`config.mk`:
```
export PLATFORM = sky130hd
export DESIGN_NAME = mem_port_arbiter
export DESIGN_NICKNAME = d
export VERILOG_FILES = /design/src/rtl/mem_arb_pkg.sv /design/src/rtl/rr_pick2.sv /design/src/rtl/mem_port_arbiter.sv
export SDC_FILE = /design/constraint.sdc
export NUM_CORES = 1
export LEC_CHECK = 0
export ABC_AREA = 1
export CAP_MARGIN = 0
export CORE_ASPECT_RATIO = 0.6
export CORE_MARGIN = 8
export CORE_UTILIZATION = 43
export DETAILED_ROUTE_END_ITERATION = 10
export PLACE_DENSITY = 0.81
export SLEW_MARGIN = 20
export SYNTH_ARGS = -nofsm -noshare
export SYNTH_HDL_FRONTEND = slang
export SYNTH_SLANG_ARGS = --single-unit
```
`constraint.sdc`:
```
create_clock -name clock -period 1.6 [get_ports clock]
set_clock_uncertainty 0.2 [all_clocks]
set_input_delay 0.32 -clock clock [delete_from_list [all_inputs] [get_ports clock]]
set_output_delay 0.32 -clock clock [all_outputs]
set_load 0.005 [all_outputs]
```
`src/rtl/mem_arb_pkg.sv`:
```
// Shared types and constants for the memory port arbiter and its grant picker.
package mem_arb_pkg;

  localparam int ARB_AW = 8;
  localparam int ARB_DW = 8;

  typedef enum logic [3:0] {
    ARB_IDLE  = 4'b0001,
    ARB_ISSUE = 4'b0010,
    ARB_WAIT  = 4'b0100,
    ARB_RESP  = 4'b1000
  } arb_state_t;

  localparam logic OWN_CPU = 1'b0;
  localparam logic OWN_EXT = 1'b1;

  // Countdown preload for the WAIT state; a latency of 1 means zero extra wait cycles.
  function automatic logic [1:0] wait_preload(input int read_lat);
    return 2'(read_lat - 1);
  endfunction

endpackage

```
`src/rtl/rr_pick2.sv`:
```
// Two-requester winner selection: fixed CPU priority or alternate against the last grant.
module rr_pick2
  import mem_arb_pkg::*;
#(
  parameter int CPU_PRIO = 0
)(
  input  logic cpu_req,
  input  logic ext_req,
  input  logic last_gnt,
  output logic gnt_id,
  output logic gnt_valid
);

  // Winner and valid flag from the current requests.
  always_comb begin
    gnt_id    = OWN_CPU;
    gnt_valid = 1'b0;
    if (cpu_req && ext_req) begin
      gnt_valid = 1'b1;
      if (CPU_PRIO != 0) begin
        gnt_id = OWN_CPU;
      end else if (last_gnt == OWN_CPU) begin
        gnt_id = OWN_EXT;
      end else begin
        gnt_id = OWN_CPU;
      end
    end else if (cpu_req) begin
      gnt_valid = 1'b1;
      gnt_id    = OWN_CPU;
    end else if (ext_req) begin
      gnt_valid = 1'b1;
      gnt_id    = OWN_EXT;
    end else begin
      gnt_valid = 1'b0;
      gnt_id    = OWN_CPU;
    end
  end

endmodule

```
`src/rtl/mem_port_arbiter.sv`:
```
// Serialises CPU and external-port transactions onto the single-port memory,
// returning read data and a combinational stall to the control unit.
module mem_port_arbiter
  import mem_arb_pkg::*;
#(
  parameter int AW       = ARB_AW,
  parameter int DW       = ARB_DW,
  parameter int READ_LAT = 1,
  parameter int CPU_PRIO = 0
)(
  input  logic          clock,
  input  logic          reset,
  input  logic          cpu_req,
  input  logic          cpu_we,
  input  logic [AW-1:0] cpu_addr,
  input  logic [DW-1:0] cpu_wdata,
  output logic          cpu_ack,
  output logic [DW-1:0] cpu_rdata,
  output logic          cpu_stall,
  input  logic          ext_req,
  input  logic          ext_we,
  input  logic [AW-1:0] ext_addr,
  input  logic [DW-1:0] ext_wdata,
  output logic          ext_ack,
  output logic [DW-1:0] ext_rdata,
  output logic          mem_en,
  output logic          mem_we,
  output logic [AW-1:0] mem_addr,
  output logic [DW-1:0] mem_wdata,
  input  logic [DW-1:0] mem_rdata,
  output logic          busy
);

  generate
    if (READ_LAT < 1 || READ_LAT > 4) begin : g_bad_read_lat
      $error("mem_port_arbiter: READ_LAT must be within 1..4");
    end
  endgenerate

  localparam logic [1:0] WAIT_INIT = wait_preload(READ_LAT);

  arb_state_t    state_r, next_state_s;
  logic          last_gnt_r, owner_r;
  logic          gnt_id_s, gnt_valid_s;
  logic          sel_we_s;
  logic [AW-1:0] sel_addr_s;
  logic [DW-1:0] sel_wdata_s;
  logic [1:0]    wait_cnt_r;
  logic          mem_en_r, mem_we_r, busy_r, cpu_ack_r, ext_ack_r;
  logic [AW-1:0] mem_addr_r;
  logic [DW-1:0] mem_wdata_r, cpu_rdata_r, ext_rdata_r;

  rr_pick2 #(.CPU_PRIO(CPU_PRIO)) u_pick (
    .cpu_req   (cpu_req),
    .ext_req   (ext_req),
    .last_gnt  (last_gnt_r),
    .gnt_id    (gnt_id_s),
    .gnt_valid (gnt_valid_s)
  );

  // Next-state logic; a write leaves ISSUE straight for RESP.
  always_comb begin
    next_state_s = state_r;
    case (state_r)
      ARB_IDLE: begin
        if (gnt_valid_s) next_state_s = ARB_ISSUE;
        else             next_state_s = ARB_IDLE;
      end
      ARB_ISSUE: begin
        if (mem_we_r) next_state_s = ARB_RESP;
        else          next_state_s = ARB_WAIT;
      end
      ARB_WAIT: begin
        if (wait_cnt_r == 2'd0) next_state_s = ARB_RESP;
        else                    next_state_s = ARB_WAIT;
      end
      ARB_RESP: next_state_s = ARB_IDLE;
      default:  next_state_s = ARB_IDLE;
    endcase
  end

  // Transaction fields of the port that wins this cycle.
  always_comb begin
    sel_we_s    = 1'b0;
    sel_addr_s  = '0;
    sel_wdata_s = '0;
    if (gnt_id_s == OWN_CPU) begin
      sel_we_s    = cpu_we;
      sel_addr_s  = cpu_addr;
      sel_wdata_s = cpu_wdata;
    end else begin
      sel_we_s    = ext_we;
      sel_addr_s  = ext_addr;
      sel_wdata_s = ext_wdata;
    end
  end

  // State, memory pins, acks and read-data registers; outputs follow the next state.
  always_ff @(posedge clock or negedge reset) begin
    if (!reset) begin
      state_r     <= ARB_IDLE;
      last_gnt_r  <= OWN_EXT;
      owner_r     <= OWN_CPU;
      wait_cnt_r  <= 2'd0;
      mem_en_r    <= 1'b0;
      mem_we_r    <= 1'b0;
      mem_addr_r  <= '0;
      mem_wdata_r <= '0;
      busy_r      <= 1'b0;
      cpu_ack_r   <= 1'b0;
      ext_ack_r   <= 1'b0;
      cpu_rdata_r <= '0;
      ext_rdata_r <= '0;
    end else begin
      state_r   <= next_state_s;
      mem_en_r  <= (next_state_s == ARB_ISSUE);
      mem_we_r  <= (next_state_s == ARB_ISSUE) && sel_we_s;
      busy_r    <= (next_state_s != ARB_IDLE);
      cpu_ack_r <= (next_state_s == ARB_RESP) && (owner_r == OWN_CPU);
      ext_ack_r <= (next_state_s == ARB_RESP) && (owner_r == OWN_EXT);
      case (state_r)
        ARB_IDLE: begin
          if (gnt_valid_s) begin
            owner_r     <= gnt_id_s;
            last_gnt_r  <= gnt_id_s;
            mem_addr_r  <= sel_addr_s;
            mem_wdata_r <= sel_wdata_s;
          end
        end
        ARB_ISSUE: wait_cnt_r <= WAIT_INIT;
        ARB_WAIT: begin
          if (wait_cnt_r == 2'd0) begin
            if (owner_r == OWN_CPU) cpu_rdata_r <= mem_rdata;
            else                    ext_rdata_r <= mem_rdata;
          end else begin
            wait_cnt_r <= wait_cnt_r - 2'd1;
          end
        end
        default: begin
        end
      endcase
    end
  end

  assign cpu_stall = cpu_req & ~cpu_ack_r;
  assign cpu_ack   = cpu_ack_r;
  assign ext_ack   = ext_ack_r;
  assign cpu_rdata = cpu_rdata_r;
  assign ext_rdata = ext_rdata_r;
  assign mem_en    = mem_en_r;
  assign mem_we    = mem_we_r;
  assign mem_addr  = mem_addr_r;
  assign mem_wdata = mem_wdata_r;
  assign busy      = busy_r;

endmodule

```
==> results.ini, run 1 <==
[global_route]
grt_pass1_vias = 1984
grt_first_pass_wirelength_mm = 9.58
grt_max_degree = 27
antenna_found_initial = 0
track_usage_pct = 15.7
grt-ovfl-total = 0

[sta]
final.period_utilization_pct = 95.5
relSlewSlack_pct = 77.9
worst_slack_ps = 71.5
setup_violations = 0
hold_viol_final = 0
fmax_ghz = 0.654
holdWs_ps = 272
drv_slew = 0
rsz0062_at_grt = true
fin_crit_ps = 1530
tightestPinTransition_ps = 331

[setup_path]
end_kind = register
required_ps = 1640
path_buf_inv = 2
worstPathCellList = inv_1 -> ha_1 -> nand2_1 -> clkinvlp_4 -> nand2_4 -> nand2_1 -> nand2_1
startpoint_type = register
crit_family = simple AND/OR/NAND/NOR gates
critical_path_class = register to register
path_max_fanout = 8
slowest_stage = dfrtp_1
cpPeakStageDelay_ps = 350
worst_ep_arrival_time_ps = 1570
cpMostUsedCell = nand2_1

[floorplan]
die_area_um2 = 7310
coreArea_um2 = 4590
die_x_um = 105
core.rowCount = 19
initial_utilization_pct = 44.8
die_y_um = 69.5
io_pins = 84

[final_layout]
seq_area_um2 = 1130
syn_to_final_growth_pct = 53.6
multi_input_area_um2 = 812
utilization_pct = 68.7
fin_nets = 401
diodes = 0
final_cell_count_no_fill = 418
fin_area_um2 = 3150
drive_gt1_share_pct = 13.2
fill_cells = 391

[clock_network]
cts.sinks = 45
worstSkewPairLatency_ps = 290
cts_buffers = 5
cts_tree = yes
htree_levels = 2
clk_pin_slew_ps = 90
cts_root_buffer = clkbuf_8
clockBufferDepth = 2

[routing]
ant_nets = 0
vias = 1937
via_per_inst = 4.63
wire_per_inst_um = 13.0
drt_iter0_drc = 119
routed_wirelength_mm = 5.45
drc = 0
dr.pass1.iters = 4

[yosys]
synth-seq-cells = 45
synth_fp_nets = 300
yosysTopAreaCell = dfrtp_1
seq_area_frac_synth_pct = 55.0
yosys-top-cells-area = dfrtp_1, nand2_1, nand3_1, dfstp_2, inv_1
async_flop_share_pct = 100
synth_flop_cell = dfrtp_1
synth.distinct_cells = 22
synth_area_um2 = 2050
synth-edff-count = 0
synth_top_area_share_pct = 52.4
syn_avg_cell_area_um2 = 8.12
yosys_warnings = 0
syn_inst = 253

[placed_design]
dp_hpwl_mm = 4.22
dp_slack_ps = -367
numPortBuffers = 83
dp_cells = 403
placed_cell_area_um2 = 3040
gp_routability_congestion = 0.851

[power_and_ir_drop]
p_leak_nw = 1.65
powerDensity_nw_per_um2 = 1510
ir_drop_mv = 0.687

[run_status]
status = completed

[worst_hold_path]
holdCritPathClass = register to register

[flow_run]
max-cap-violations = 0

area by class of cell:
| class | instances | share of cell area, % |
|---|---|---|
| Clock buffer | 6 | 2.62 |
| Clock inverter | 2 | 0.436 |
| Inverter | 14 | 1.86 |
| Multi-Input combinational cell | 185 | 25.7 |
| Sequential cell | 45 | 35.8 |
| Tap cell | 63 | 2.50 |
| Timing Repair Buffer | 102 | 30.9 |
| Timing Repair inverter | 1 | 0.159 |
cells in the mapped netlist (2+ instances only):
master / n
o21ai_1: 2
inv_1: 8
nand3_1: 40
buf_6: 2
inv_2: 4
nor2_2: 3
dfstp_2: 2
nand2_2: 4
nand2_1: 123
dfrtp_1: 43
buf_2: 5
a21oi_1: 2
nor2_1: 5
buf_4: 2
report_power, final:
group | internal, mW | switching [mW] | total (mW) | leakage (nW)
combinational | 1.04 | 1.09 | 2.14 | 1.06
clock | 0.350 | 0.378 | 0.728 | 0.0512
sequential | 1.64 | 0.268 | 1.91 | 0.540
metal layers:
layer / wire length (um) / up-vias / track usage (%)
met5: 0 / - / 0
met4: 19 / 0 / 2.83
met3: 487 / 4 / 7.14
met2: 2500 / 49 / 24.8
met1: 2450 / 888 / 19.4
li1: - / 996 / -
final timing paths:
kind / startpoint / endpoint / slack (ps) / cells past startpoint
setup / recovery: wait_cnt_r[0] / ext_rdata[4] / 70 / 7
hold / removal: cpu_rdata[4] / cpu_rdata[4] / 270 / 2
setup reg to reg: wait_cnt_r[0] / ext_rdata[4] / 70 / 7
hold reg to reg: cpu_rdata[4] / cpu_rdata[4] / 270 / 2
max in group asynchronous: reset / mem_wdata[1] / 560 / 3
min in group asynchronous: reset / cpu_rdata[7] / 340 / 3
timing repair:
| action | in CTS | in global routing |
|---|---|---|
| gates cloned | 0 | 1 |
| hold buffers | 1 | 0 |
| setup endpoints to repair | 41 | 10 |
| endpoints found under the hold margin | 43 | 0 |
| gates resized for setup | 42 | 1 |
| buffers inserted | 5 | 0 |
registers in the layout, summed over array words and instances, names as in the netlist:
register and cells:
busy 1, cpu_ack 1, cpu_rdata 8, ext_ack 1
ext_rdata 8, last_gnt_r 1, mem_addr 8, mem_en 1
mem_wdata 8, mem_we 1, owner_r 1, state_r 4
wait_cnt_r 2
through the flow:
| stage | total power [mW] | setup TNS (ps) |
|---|---|---|
| finish | 4.78 | 0 |
| global route | 5.21 | -121 |
| CTS | 4.81 | 0 |
| detailed placement | 4.29 | -3770 |
| global placement | 4.24 | -3460 |
| floorplan | 2.91 | 0 |
logic make-up after synthesis:
kind of cell / count (synthesis) / synth area share, %
AO/OA/AOI/OAI: 6 / 1.65
adder cells (fa/ha/maj): 1 / 0.609
buffers and inverters: 23 / 5.73
flip-flops: 45 / 55.0
AND/OR/NAND/NOR: 178 / 37.1
layout by cell type (no fill, tap or decap), drive strengths merged, types with 2 or more instances in the layout:
master and instances:
clkinvlp 2, dfrtp 43, inv 13, dlygate4sd2 38, buf 19, nand2 128
dfstp 2, clkdlybuf4s50 43, clkbuf 6, nor2 8, a21oi 3, nand3 41
clkinv 2, o21ai 3
worst reg2reg max path, cell delays in order (launching register included):
cell	delay [ps]
dfrtp_1	350
inv_1	70
ha_1	220
nand2_1	150
clkinvlp_4	190
nand2_4	160
nand2_1	70
nand2_1	60
Power figures use the tool's default switching activity.
==> run 2, diff against run 1 <==
- PLACE_DENSITY: 0.81 -> 0.83
==> run 2 against run 1 <==
Compared with the run above: cell count grew 1.2%; final area up 2.6%; largest cell class unchanged; critical path type unchanged; largest power group unchanged; total power is 5.7% higher; first-iteration DRC count rose by 18%; non-clock buffer count increased by 5; combinational power is 15% higher; sequential share of layout area decreased by 0.91 points; die area stayed put.
==> results.ini, run 2 (synthesis results as in run 1) <==
[run_status]
status = completed

[power_and_ir_drop]
p_leak_nw = 1.69  ; +2.5%
powerDensity_nw_per_um2 = 1560  ; +3.0%
ir_drop_mv = 0.697  ; +1.5%
total_power_mw = 5.05  ; +5.7%

[sta]
fmax_ghz = 0.644  ; -1.6%
fin_crit_ps = 1550  ; +24.8 ps
tightestPinTransition_ps = 373  ; +42.1 ps
relSlewSlack_pct = 75.1  ; -2.8 points
drv_slew = 0  ; unchanged
worst_slack_ps = 46.8  ; -24.8 ps
hold_viol_final = 0  ; unchanged
setup_violations = 0  ; unchanged
final.period_utilization_pct = 97.1  ; +1.5 points

[global_route]
grt_first_pass_wirelength_mm = 9.93  ; +3.7%
antenna_found_initial = 0  ; unchanged
grt-ovfl-total = 0  ; unchanged
track_usage_pct = 16.8  ; +1.1 points
grt_max_degree = 25  ; -7.4%
grt_pass1_vias = 2031  ; +2.4%

[placed_design]
dp_slack_ps = -566  ; -200 ps
dp_hpwl_mm = 4.61  ; +9.2%
numPortBuffers = 83  ; unchanged
gp_routability_congestion = 0.935  ; +9.9%

[final_layout]
final_common_cell = nand2_1
drive_gt1_share_pct = 16.4  ; +3.1 points
fill_cells = 376  ; -3.8%
final_cell_mix = nand2_1, dfrtp_1, clkdlybuf4s50_1, nand3_1, dlygate4sd2_1
diodes = 0  ; unchanged
utilization_pct = 70.5  ; +1.8 points
fin_nets = 406  ; +1.2%
syn_to_final_growth_pct = 57.6

[routing]
drt_iter0_drc = 141  ; +18%
wire_per_inst_um = 14.5  ; +11%
drc = 0  ; unchanged
dr.pass1.iters = 4  ; unchanged
via_per_inst = 4.81  ; +3.9%
vias = 2036  ; +5.1%
routed_wirelength_mm = 6.12  ; +12%
ant_nets = 0  ; unchanged

[clock_network]
cts.sinks = 45  ; unchanged
cts_tree = yes
worstSkewPairLatency_ps = 290  ; about the same
cts_buffers = 5  ; unchanged
htree_levels = 2  ; unchanged
clk_pin_slew_ps = 80  ; about the same
clockBufferDepth = 2  ; unchanged
cts_root_buffer = clkbuf_8

[setup_path]
cp-startpoint = state_r[1]
critical_path_class = register to register
timing.rr.start = state_r[1]
end_kind = register
required_ps = 1590  ; -50 ps
rr_worst_depth = 6  ; -1
slowest_stage = dfrtp_1
crit_family = simple AND/OR/NAND/NOR gates
worstPathCellList = buf_4 -> nor2_4 -> nand3_4 -> clkbuf_16 -> nand2_1 -> nand2_1
path_max_fanout = 6  ; -2
r2r-end = mem_addr[7]
startpoint_type = register
r2r_slack_ps = 50  ; -20 ps
cpMostUsedCell = nand2_1
path_buf_inv = 2  ; unchanged
cpPeakStageDelay_ps = 420  ; +70 ps
worst_ep_arrival_time_ps = 1540  ; -30 ps

[floorplan]
die_x_um = 105  ; unchanged
core.rowCount = 19  ; unchanged
coreArea_um2 = 4590  ; unchanged
die_area_um2 = 7310  ; unchanged
io_pins = 84  ; unchanged
initial_utilization_pct = 44.8  ; unchanged
die_y_um = 69.5  ; unchanged

[worst_hold_path]
hold-path-endpoint = cpu_rdata[5]
hold_start = cpu_rdata[5]
holdCritPathClass = register to register
hold_path_depth = 2  ; unchanged

[flow_run]
max-cap-violations = 0  ; unchanged

[run 2: per-layer routing]
| layer | vias to the layer above | global-route usage [%] | share of wire [%] |
|---|---|---|---|
| met5 | - | 0 | 0 |
| met4 | 0 | 6.45 | 1.6 |
| met3 | 9 | 6.31 | 7.5 |
| met2 | 66 | 26.5 | 48 |
| met1 | 956 | 20.3 | 43 |
| li1 | 1005 | - | - |
[run 2: worst register-to-register path, stage by stage, from the launching register on]
cell and delay (ps):
dfrtp_1 420, buf_4 150, nor2_4 160, nand3_4 200, clkbuf_16 220, nand2_1 60
nand2_1 50
[run 2: stage by stage]
step           cells  hold slack (ps)  area (um2)  TNS, ps
2_1_floorplan    253             -176        2050        0
3_3_place_gp     406              116        3030   -12570
3_5_place_dp     406              118        3030   -14210
4_1_cts          422              272        3150        0
5_1_grt          423              298        3240    -8.12
6_report         423              272        3240        0
[run 2: final cells by class]
cell class,instances,area (um2),area share [%]
Clock buffer,6,72.6,2.24
Multi-Input combinational cell,186,872,26.9
Clock inverter,2,10.0,0.309
Tap cell,63,78.8,2.44
Inverter,14,63.8,1.97
Timing Repair Buffer,107,1010,31.2
Sequential cell,45,1130,34.9
[run 2: worst max-delay path by stage]
stage,slack [ps],end,cells past startpoint
after floorplan,130,cpu_rdata[0],7
after global placement,-490,cpu_rdata[6],6
after detailed placement,-570,ext_rdata[6],6
after CTS,6,ext_rdata[5],7
after global routing,-6,owner_r,6
final,50,mem_addr[7],6
[run 2: timing repair]
item | CTS | global route
setup endpoints to repair | 59 | 34
hold buffers | 1 | 0
endpoints found under the hold margin | 43 | 0
buffers inserted | 6 | 1
pin swaps | 2 | 4
cloned | 1 | 1
resized for setup | 46 | 19
[run 2: power by group]
group	internal (mW)	total [mW]	leakage, nW	switching (mW)
combinational	1.21	2.46	1.11	1.24
sequential	1.64	1.92	0.540	0.278
clock	0.303	0.668	0.0450	0.365
total	3.16	5.05	1.69	1.89
